### src/rtl/qspi_read_arbiter.sv
// qspi_read_arbiter
// Shares one single-lane SPI flash path between two 32-bit read requesters.
// Each accepted request becomes one READ (0x03) transaction: 8-bit command,
// 24-bit address, then 32 data bits clocked in. The word is returned byte-swapped
// so that the byte at the requested address lands in rdata[7:0].
//
// Ports:
//   clk, reset            : single clock, synchronous active-high reset
//   m0_valid/m0_addr      : requester 0 request ([25:24] chip select, [23:0] byte address)
//   m0_ready/m0_rdata     : requester 0 one-cycle completion pulse and read word
//   m1_*                  : same for requester 1
//   qspi_sck              : SPI clock, mode 0 (idles low)
//   qspi_cs_n[3:0]        : active-low chip selects, at most one low
//   qspi_mosi / qspi_miso : serial data out (dq0) / in (dq1)
//   qspi_wp_n, qspi_hold_n: held inactive (high)
//
// Parameters:
//   DIV      : SCK half-period in clk cycles (1..15)
//   DESELECT : minimum CS-high clk cycles between transactions (1..15)

module qspi_read_arbiter #(
  parameter int DIV      = 1,
  parameter int DESELECT = 4
) (
  input  logic        clk,
  input  logic        reset,
  input  logic        m0_valid,
  input  logic [25:0] m0_addr,
  output logic        m0_ready,
  output logic [31:0] m0_rdata,
  input  logic        m1_valid,
  input  logic [25:0] m1_addr,
  output logic        m1_ready,
  output logic [31:0] m1_rdata,
  output logic        qspi_sck,
  output logic [3:0]  qspi_cs_n,
  output logic        qspi_mosi,
  input  logic        qspi_miso,
  output logic        qspi_wp_n,
  output logic        qspi_hold_n
);

  typedef enum logic [2:0] {IDLE, SETUP, SHIFT, DONE, GAP} state_t;

  localparam logic [3:0] DIV_LAST = 4'(DIV - 1);
  localparam logic [3:0] GAP_LAST = 4'(DESELECT - 1);

  state_t      state_reg, state_next;
  logic [63:0] shift_reg, shift_next;
  logic [31:0] rx_reg, rx_next;
  logic        owner_reg, owner_next;
  logic        last_reg, last_next;
  logic [3:0]  div_cnt_reg, div_cnt_next;
  logic [5:0]  bit_cnt_reg, bit_cnt_next;
  logic [3:0]  gap_cnt_reg, gap_cnt_next;
  logic        sck_reg, sck_next;
  logic [3:0]  cs_n_reg, cs_n_next;
  logic        m0_ready_reg, m0_ready_next;
  logic        m1_ready_reg, m1_ready_next;
  logic [31:0] m0_rdata_reg, m0_rdata_next;
  logic [31:0] m1_rdata_reg, m1_rdata_next;

  logic        grant;
  logic [25:0] grant_addr;
  logic [31:0] rx_swapped;

  // First received byte (the one at addr) sits in rx[31:24]; move it to [7:0].
  genvar gi;
  generate
    for (gi = 0; gi < 4; gi++) begin : g_swap
      assign rx_swapped[8*gi +: 8] = rx_reg[8*(3-gi) +: 8];
    end
  endgenerate

  // Round-robin: on a tie the port that did not win last time is granted.
  assign grant      = (m0_valid && m1_valid) ? ~last_reg : m1_valid;
  assign grant_addr = grant ? m1_addr : m0_addr;

  always_comb begin
    state_next    = state_reg;
    shift_next    = shift_reg;
    rx_next       = rx_reg;
    owner_next    = owner_reg;
    last_next     = last_reg;
    div_cnt_next  = div_cnt_reg;
    bit_cnt_next  = bit_cnt_reg;
    gap_cnt_next  = gap_cnt_reg;
    sck_next      = sck_reg;
    cs_n_next     = cs_n_reg;
    m0_ready_next = 1'b0;
    m1_ready_next = 1'b0;
    m0_rdata_next = m0_rdata_reg;
    m1_rdata_next = m1_rdata_reg;

    case (state_reg)
      IDLE: begin
        if (m0_valid || m1_valid) begin
          shift_next   = {8'h03, grant_addr[23:0], 32'h0};
          cs_n_next    = ~(4'b0001 << grant_addr[25:24]);
          owner_next   = grant;
          last_next    = grant;
          div_cnt_next = 4'd0;
          bit_cnt_next = 6'd0;
          rx_next      = 32'h0;
          state_next   = SETUP;
        end
      end
      SETUP: begin
        state_next = SHIFT;
      end
      SHIFT: begin
        if (div_cnt_reg == DIV_LAST) begin
          div_cnt_next = 4'd0;
          if (!sck_reg) begin
            sck_next = 1'b1;
            rx_next  = {rx_reg[30:0], qspi_miso};
          end else begin
            // Falling SCK: advance MOSI. After the 64th bit the register is all
            // zero, so MOSI idles low without a separate output register.
            sck_next   = 1'b0;
            shift_next = {shift_reg[62:0], 1'b0};
            if (bit_cnt_reg == 6'd63) begin
              cs_n_next    = 4'hF;
              gap_cnt_next = 4'd0;
              state_next   = DONE;
              if (owner_reg) begin
                m1_ready_next = 1'b1;
                m1_rdata_next = rx_swapped;
              end else begin
                m0_ready_next = 1'b1;
                m0_rdata_next = rx_swapped;
              end
            end else begin
              bit_cnt_next = bit_cnt_reg + 6'd1;
            end
          end
        end else begin
          div_cnt_next = div_cnt_reg + 4'd1;
        end
      end
      DONE: begin
        state_next = GAP;
      end
      GAP: begin
        if (gap_cnt_reg == GAP_LAST) begin
          state_next = IDLE;
        end else begin
          gap_cnt_next = gap_cnt_reg + 4'd1;
        end
      end
      default: begin
        state_next = IDLE;
        cs_n_next  = 4'hF;
        sck_next   = 1'b0;
      end
    endcase
  end

  always_ff @(posedge clk) begin
    if (reset) begin
      state_reg    <= IDLE;
      shift_reg    <= 64'h0;
      rx_reg       <= 32'h0;
      owner_reg    <= 1'b0;
      last_reg     <= 1'b1;
      div_cnt_reg  <= 4'd0;
      bit_cnt_reg  <= 6'd0;
      gap_cnt_reg  <= 4'd0;
      sck_reg      <= 1'b0;
      cs_n_reg     <= 4'hF;
      m0_ready_reg <= 1'b0;
      m1_ready_reg <= 1'b0;
      m0_rdata_reg <= 32'h0;
      m1_rdata_reg <= 32'h0;
    end else begin
      state_reg    <= state_next;
      shift_reg    <= shift_next;
      rx_reg       <= rx_next;
      owner_reg    <= owner_next;
      last_reg     <= last_next;
      div_cnt_reg  <= div_cnt_next;
      bit_cnt_reg  <= bit_cnt_next;
      gap_cnt_reg  <= gap_cnt_next;
      sck_reg      <= sck_next;
      cs_n_reg     <= cs_n_next;
      m0_ready_reg <= m0_ready_next;
      m1_ready_reg <= m1_ready_next;
      m0_rdata_reg <= m0_rdata_next;
      m1_rdata_reg <= m1_rdata_next;
    end
  end

  assign m0_ready    = m0_ready_reg;
  assign m1_ready    = m1_ready_reg;
  assign m0_rdata    = m0_rdata_reg;
  assign m1_rdata    = m1_rdata_reg;
  assign qspi_sck    = sck_reg;
  assign qspi_cs_n   = cs_n_reg;
  assign qspi_mosi   = shift_reg[63];
  assign qspi_wp_n   = 1'b1;
  assign qspi_hold_n = 1'b1;

endmodule

### config.mk
export PLATFORM = sky130hd
export DESIGN_NAME = qspi_read_arbiter
export DESIGN_NICKNAME = d
export VERILOG_FILES = /design/src/rtl/qspi_read_arbiter.sv
export SDC_FILE = /design/constraint.sdc
export NUM_CORES = 1
export LEC_CHECK = 0
export CAP_MARGIN = 20
export CORE_MARGIN = 10
export CORE_UTILIZATION = 44
export CTS_CLUSTER_SIZE = 12
export DETAILED_ROUTE_END_ITERATION = 10
export HOLD_SLACK_MARGIN = 0.06
export PLACE_DENSITY = 0.7
export SLEW_MARGIN = 40
export SYNTH_ARGS = -nofsm -noshare
export SYNTH_HDL_FRONTEND = slang
export SYNTH_SLANG_ARGS = --single-unit
### constraint.sdc
create_clock -name clk -period 2.68 [get_ports clk]
set_input_delay 0.268 -clock clk [delete_from_list [all_inputs] [get_ports clk]]
set_output_delay 0.268 -clock clk [all_outputs]
set_load 0.005 [all_outputs]
# --- Word level (Yosys, flattened, before mapping) ---
# Cells that the tools add are included.
# W data, S select, Z words.
classes:
  n_reduce_logical: 20
  eq_ne: 14
  shift: 1
  add_sub_neg: 3
  n_mux: 39
  n_bitwise: 9
ops:
  columns: ["op", "n"]
  rows:
  - ["$mux W64", 3]
  - ["$pmux W64 S2", 1]
  - ["$mux W32", 3]
  - ["$pmux W32 S2", 1]
  - ["$mux W4", 10]
  - ["$reduce_and A5 Y1", 6]
  - ["$mux W26", 1]
  - ["$mux W6", 4]
  - ["$ne A2 B2 Y1 const B", 8]
  - ["$pmux W4 S2", 2]
  - ["$mux W3", 5]
  - ["$pmux W3 S5", 1]
  - ["$pmux W4 S3", 1]
  - ["$pmux W6 S2", 1]
  - ["$add A4 B1 Y4 const B", 2]
  - ["$not A1 Y1", 8]
  - ["$reduce_and A4 Y1", 2]
  - ["$add A6 B1 Y6 const B", 1]
  - ["$eq A3 B2 Y1 const B", 2]
  - ["$eq A6 B6 Y1 const B", 1]
  - ["$reduce_and A2 Y1", 3]
  - ["$mux W1", 5]
  - ["$reduce_or A5 Y1", 1]
  - ["$eq A4 B2 Y1 const B", 1]
  - ["12 further kinds", 13]
word_totals:
  input_bits: 57
  wordCells: 100
  output_inout_bits: 74
  ff_bits: 186

# --- Depth between registers and ports, before layout ---
# Gate-level depths: netlist (run 1).
logic_depth:
  word_depth: 7
  mapped_depth: 9
  ltp_nobuf: 6

# --- Least setup slack after synthesis (run 1) ---
# No wires, ideal clock.
synth_timing:
  path_kind: "register -> register"
  start: "register div_cnt_reg[0]"
  end: "register m1_rdata_reg[14] (netlist: m1_rdata[14])"
  path_stages_with_launch: 10
  setup_time_ps: 132
  synth_period_minus_slack_ps: 2088
  path_buffers: 3
  path_slack_ps: 592
  arrival_time_ps: 1956
  required_time_ps: 2548
  path_cell_list: "dfxtp_1 -> inv_1 -> ha_1 -> or3b_1 -> buf_4 -> or4_4 -> buf_6 -> buf_6 -> o21ai_1 -> a21oi_1"
synth_between:
  elab_chain_len: 2
synth_lines:
  columns: ["element", "line_no", "source"]
  rows:
  - ["from (decl)", "53", "logic [3:0] div_cnt_reg, div_cnt_next;"]
  - ["from (signal assigned)", "181", "div_cnt_reg <= div_cnt_next;"]
  - ["$logic_not A4 Y1", "112", "if (div_cnt_reg == DIV_LAST) begin"]
  - ["$reduce_and A5 Y1 (no line)", null, null]
  - ["to (signal assigned)", "189", "m1_rdata_reg <= m1_rdata_next;"]
  - ["to (decl)", "61", "logic [31:0] m1_rdata_reg, m1_rdata_next;"]
# Every way passes these cells.
# A chain may end at the register's enable or synchronous reset.

# --- Final worst setup path (run 1) ---
layout_timing:
  start: "register bit_cnt_reg[0]"
  end: "register m0_rdata_reg[10] (netlist: m0_rdata[10])"
layout_between:
  elab_chain_len: 2
layout_lines:
  columns: ["element", "line_no", "source"]
  rows:
  - ["from (decl)", "54", "logic [5:0] bit_cnt_reg, bit_cnt_next;"]
  - ["from (signal assigned)", "182", "bit_cnt_reg <= bit_cnt_next;"]
  - ["$eq A6 B6 Y1", "122", "if (bit_cnt_reg == 6'd63) begin"]
  - ["$reduce_and A5 Y1 (no line)", null, null]
  - ["to (signal assigned)", "188", "m0_rdata_reg <= m0_rdata_next;"]
  - ["to (decl)", "60", "logic [31:0] m0_rdata_reg, m0_rdata_next;"]
# Every way passes these cells.

==> results of run 1 <==
==> layer usage <==
layer / vias up / routed length (µm) / track usage (%)
li1: 2869 / - / -
met1: 2745 / 7257 / 19.25
met2: 147 / 8336 / 28.54
met3: 21 / 1055 / 5.374
met4: 0 / 255 / 5.761
met5: - / 0 / 0
==> power by group through the flow <==
stage | Sequential [µW] | Clock [µW] | Combinational [µW]
2_1_floorplan | 2540 | 0 | 760
3_3_place_gp | 2570 | 0 | 1040
3_5_place_dp | 2570 | 0 | 1060
4_1_cts | 2530 | 2540 | 1070
5_1_grt | 2540 | 2620 | 1190
6_report | 2530 | 2500 | 1070
==> through the flow <==
stage / cell area (µm²) / utilization [%] / std cells
floorplan: 6485 / - / 732
global placement: 7801 / 53.88 / 992
detailed placement: 7801 / 53.88 / 992
CTS: 8417 / 58.13 / 1023
global route: 8417 / 58.13 / 1023
finish: 8417 / 58.13 / 1023
==> cells by family (layout without fill, tap and decap cells) <==
family	count (synthesis)	count (layout)	synth area share, %
AND/OR/NAND/NOR	196	196	15.43
other	1	2	0.05786
adder cells (fa/ha/maj)	4	4	0.7722
AO/OA/AOI/OAI	268	268	24.98
multiplexers	31	31	4.826
buffers and inverters	76	183	6.236
flip-flops	154	154	47.57
XOR/XNOR	1	1	0.1352
==> layout by cell type, fill, tap and decap left out, types with 5 or more instances in the layout <==
cell,n
mux2i_1,29
o21ai_0,36
dfxtp_1,153
a22o_1,23
clkdlybuf4s50_1,127
nand4_1,8
o21ai_1,38
nand3_1,69
a21oi_1,107
nor3_1,12
buf_4,20
nor2_1,64
a311oi_1,5
a22oi_1,34
clkbuf_16,17
nand2_1,11
==> worst paths after layout <==
kind                    to  cells past startpoint
min              owner_reg                      2
min reg2reg  shift_reg[59]                      2
max reg2reg   m0_rdata[10]                      5
max           m0_rdata[10]                      5
==> cell type report <==
type,count,area share (%)
Clock buffer,19,5.262
Inverter,4,0.1784
Clock inverter,12,2.051
Timing Repair Buffer,148,17.12
Tap cell,184,2.735
Sequential cell,154,36.64
Multi-Input combinational cell,502,36.00
==> results.ini, run 1 <==
[floorplanning]
die_x_um = 141.4
dieArea_um2 = 19980
pin_count = 131
initial_core_util_pct = 44.76
rows = 44
core_um2 = 14480
die_h_um = 141.4

[synthesis]
yosysSeqAreaShare_pct = 47.57
synth_common_cells = dfxtp_1 (154), a21oi_1 (108), nand3_1 (69)
synth_edf_count = 0
synthArstFlopShare_pct = 0
yosysWarningCount = 0
synth_cell_types = 59
synthCells = 731
synth_most_common_cell = dfxtp_1
ys_ff_latch = 154
yosysTopAreaCell = dfxtp_1
syn_area_per_cell_um2 = 8.866
synth_area_um2 = 6481
synthFlopType = dfxtp_1
yosys.area.top_type_share_pct = 47.57
synth_area_leaders = dfxtp_1 (48%), a21oi_1 (8.3%), nand3_1 (5.3%), mux2i_1 (4.5%), a22oi_1 (3.9%)

[clock_tree]
clock_path_buffers = 2
cts_resized = 0
h-tree-depth = 4
tritoncts = done
cts_hold_buf = 0
clk_latency_ns = 0.42
postCtsSetupRepairBufs = 0
cts_sinks = 154
cts_made_buffers = 17
clk_pin_slew_worst_paths_ns = 0.06
root_buffer = clkbuf_16

[power]
p_total_uw = 6094
p_switching_uw = 1667
swShare_pct = 27.36
combPwrFrac_pct = 17.5
peakVddDrop_uv = 470.5
seq_power_share_pct = 41.5
powerDensity_nw_per_um2 = 724.1
internal-power_uw = 4427
p_clk_share_pct = 41.0
p_leak_uw = 0.002883

[place]
io_buffers = 128
hpwl_um = 10950
place.gp.congestion = 0.7640
pre_cts_ws_ns = 0.3609

[sta]
slew_violations = 0
worst_slack_ns = 0.3190
period_share_pct = 88.10
fin_crit_ns = 2.361
skew_ns = 0.006445
tightest_slew_ns = 0.7095
hold_ws_ns = 0.3842
grt_setup_unrepaired = no
final_hold_viol_count = 0
finalSetupTns_ns = 0
maxSlewHeadroom_pct = 52.70
fmax_ghz = 0.4235
setup_viol = 0

[critical_path]
crit_path_start_kind = flip-flop
crit_required_ns = 2.95
worst_path_max_delay_cell = or4_4
r2r-start = bit_cnt_reg[0]
r2r_slack_ns = 0.32
cp_top_family = simple AND/OR/NAND/NOR gates
critPathBufInv = 0
timing.critical_path.slowest_cell_delay_ns = 0.89
critPathKind = flip-flop to flip-flop
path_cells = ha_1 > nand4_1 > or4_4 > o21ai_0 > a21oi_1
startpoint = bit_cnt_reg[0]
endpoint_kind = flip-flop
cp_max_fo = 66
critPathArrivalTime_ns = 2.63

[drt]
ant_nets = 0
vias = 5782
routedWlPerCell_um = 16.52
drc = 0
wirelength_um = 16910
drt_iter0_drc = 428
vias_per_cell = 5.652
firstDrtPassIters = 4

[layout]
fillers = 1261
multiInputGateArea_um2 = 3030
nets = 888
ff_latch_area_um2 = 3084
syn_to_final_growth_pct = 29.86
drive_above_1_share_pct = 8.462
num_antenna_cells = 0

[global_route]
overflow = 0
grt_pass1_vias = 5991
grt_pass1_wl_um = 28470
track_usage_pct = 16.73
grt_start_max_net_pins = 70
antenna_found_initial = 0

[worst_hold_path]
min_from = reset
min_path_type = primary input to flip-flop

[outcome]
outcome = completed

[flow_run]
max_cap_violations = 0

No activity file was read; power rests on OpenSTA's default activity.
==> inputs of run 2 (changes only) <==
Settings changed: CAP_MARGIN 20 to default.
==> results of run 2 <==
Same layout as run 1: the final DEF is identical, and so are final timing and power.
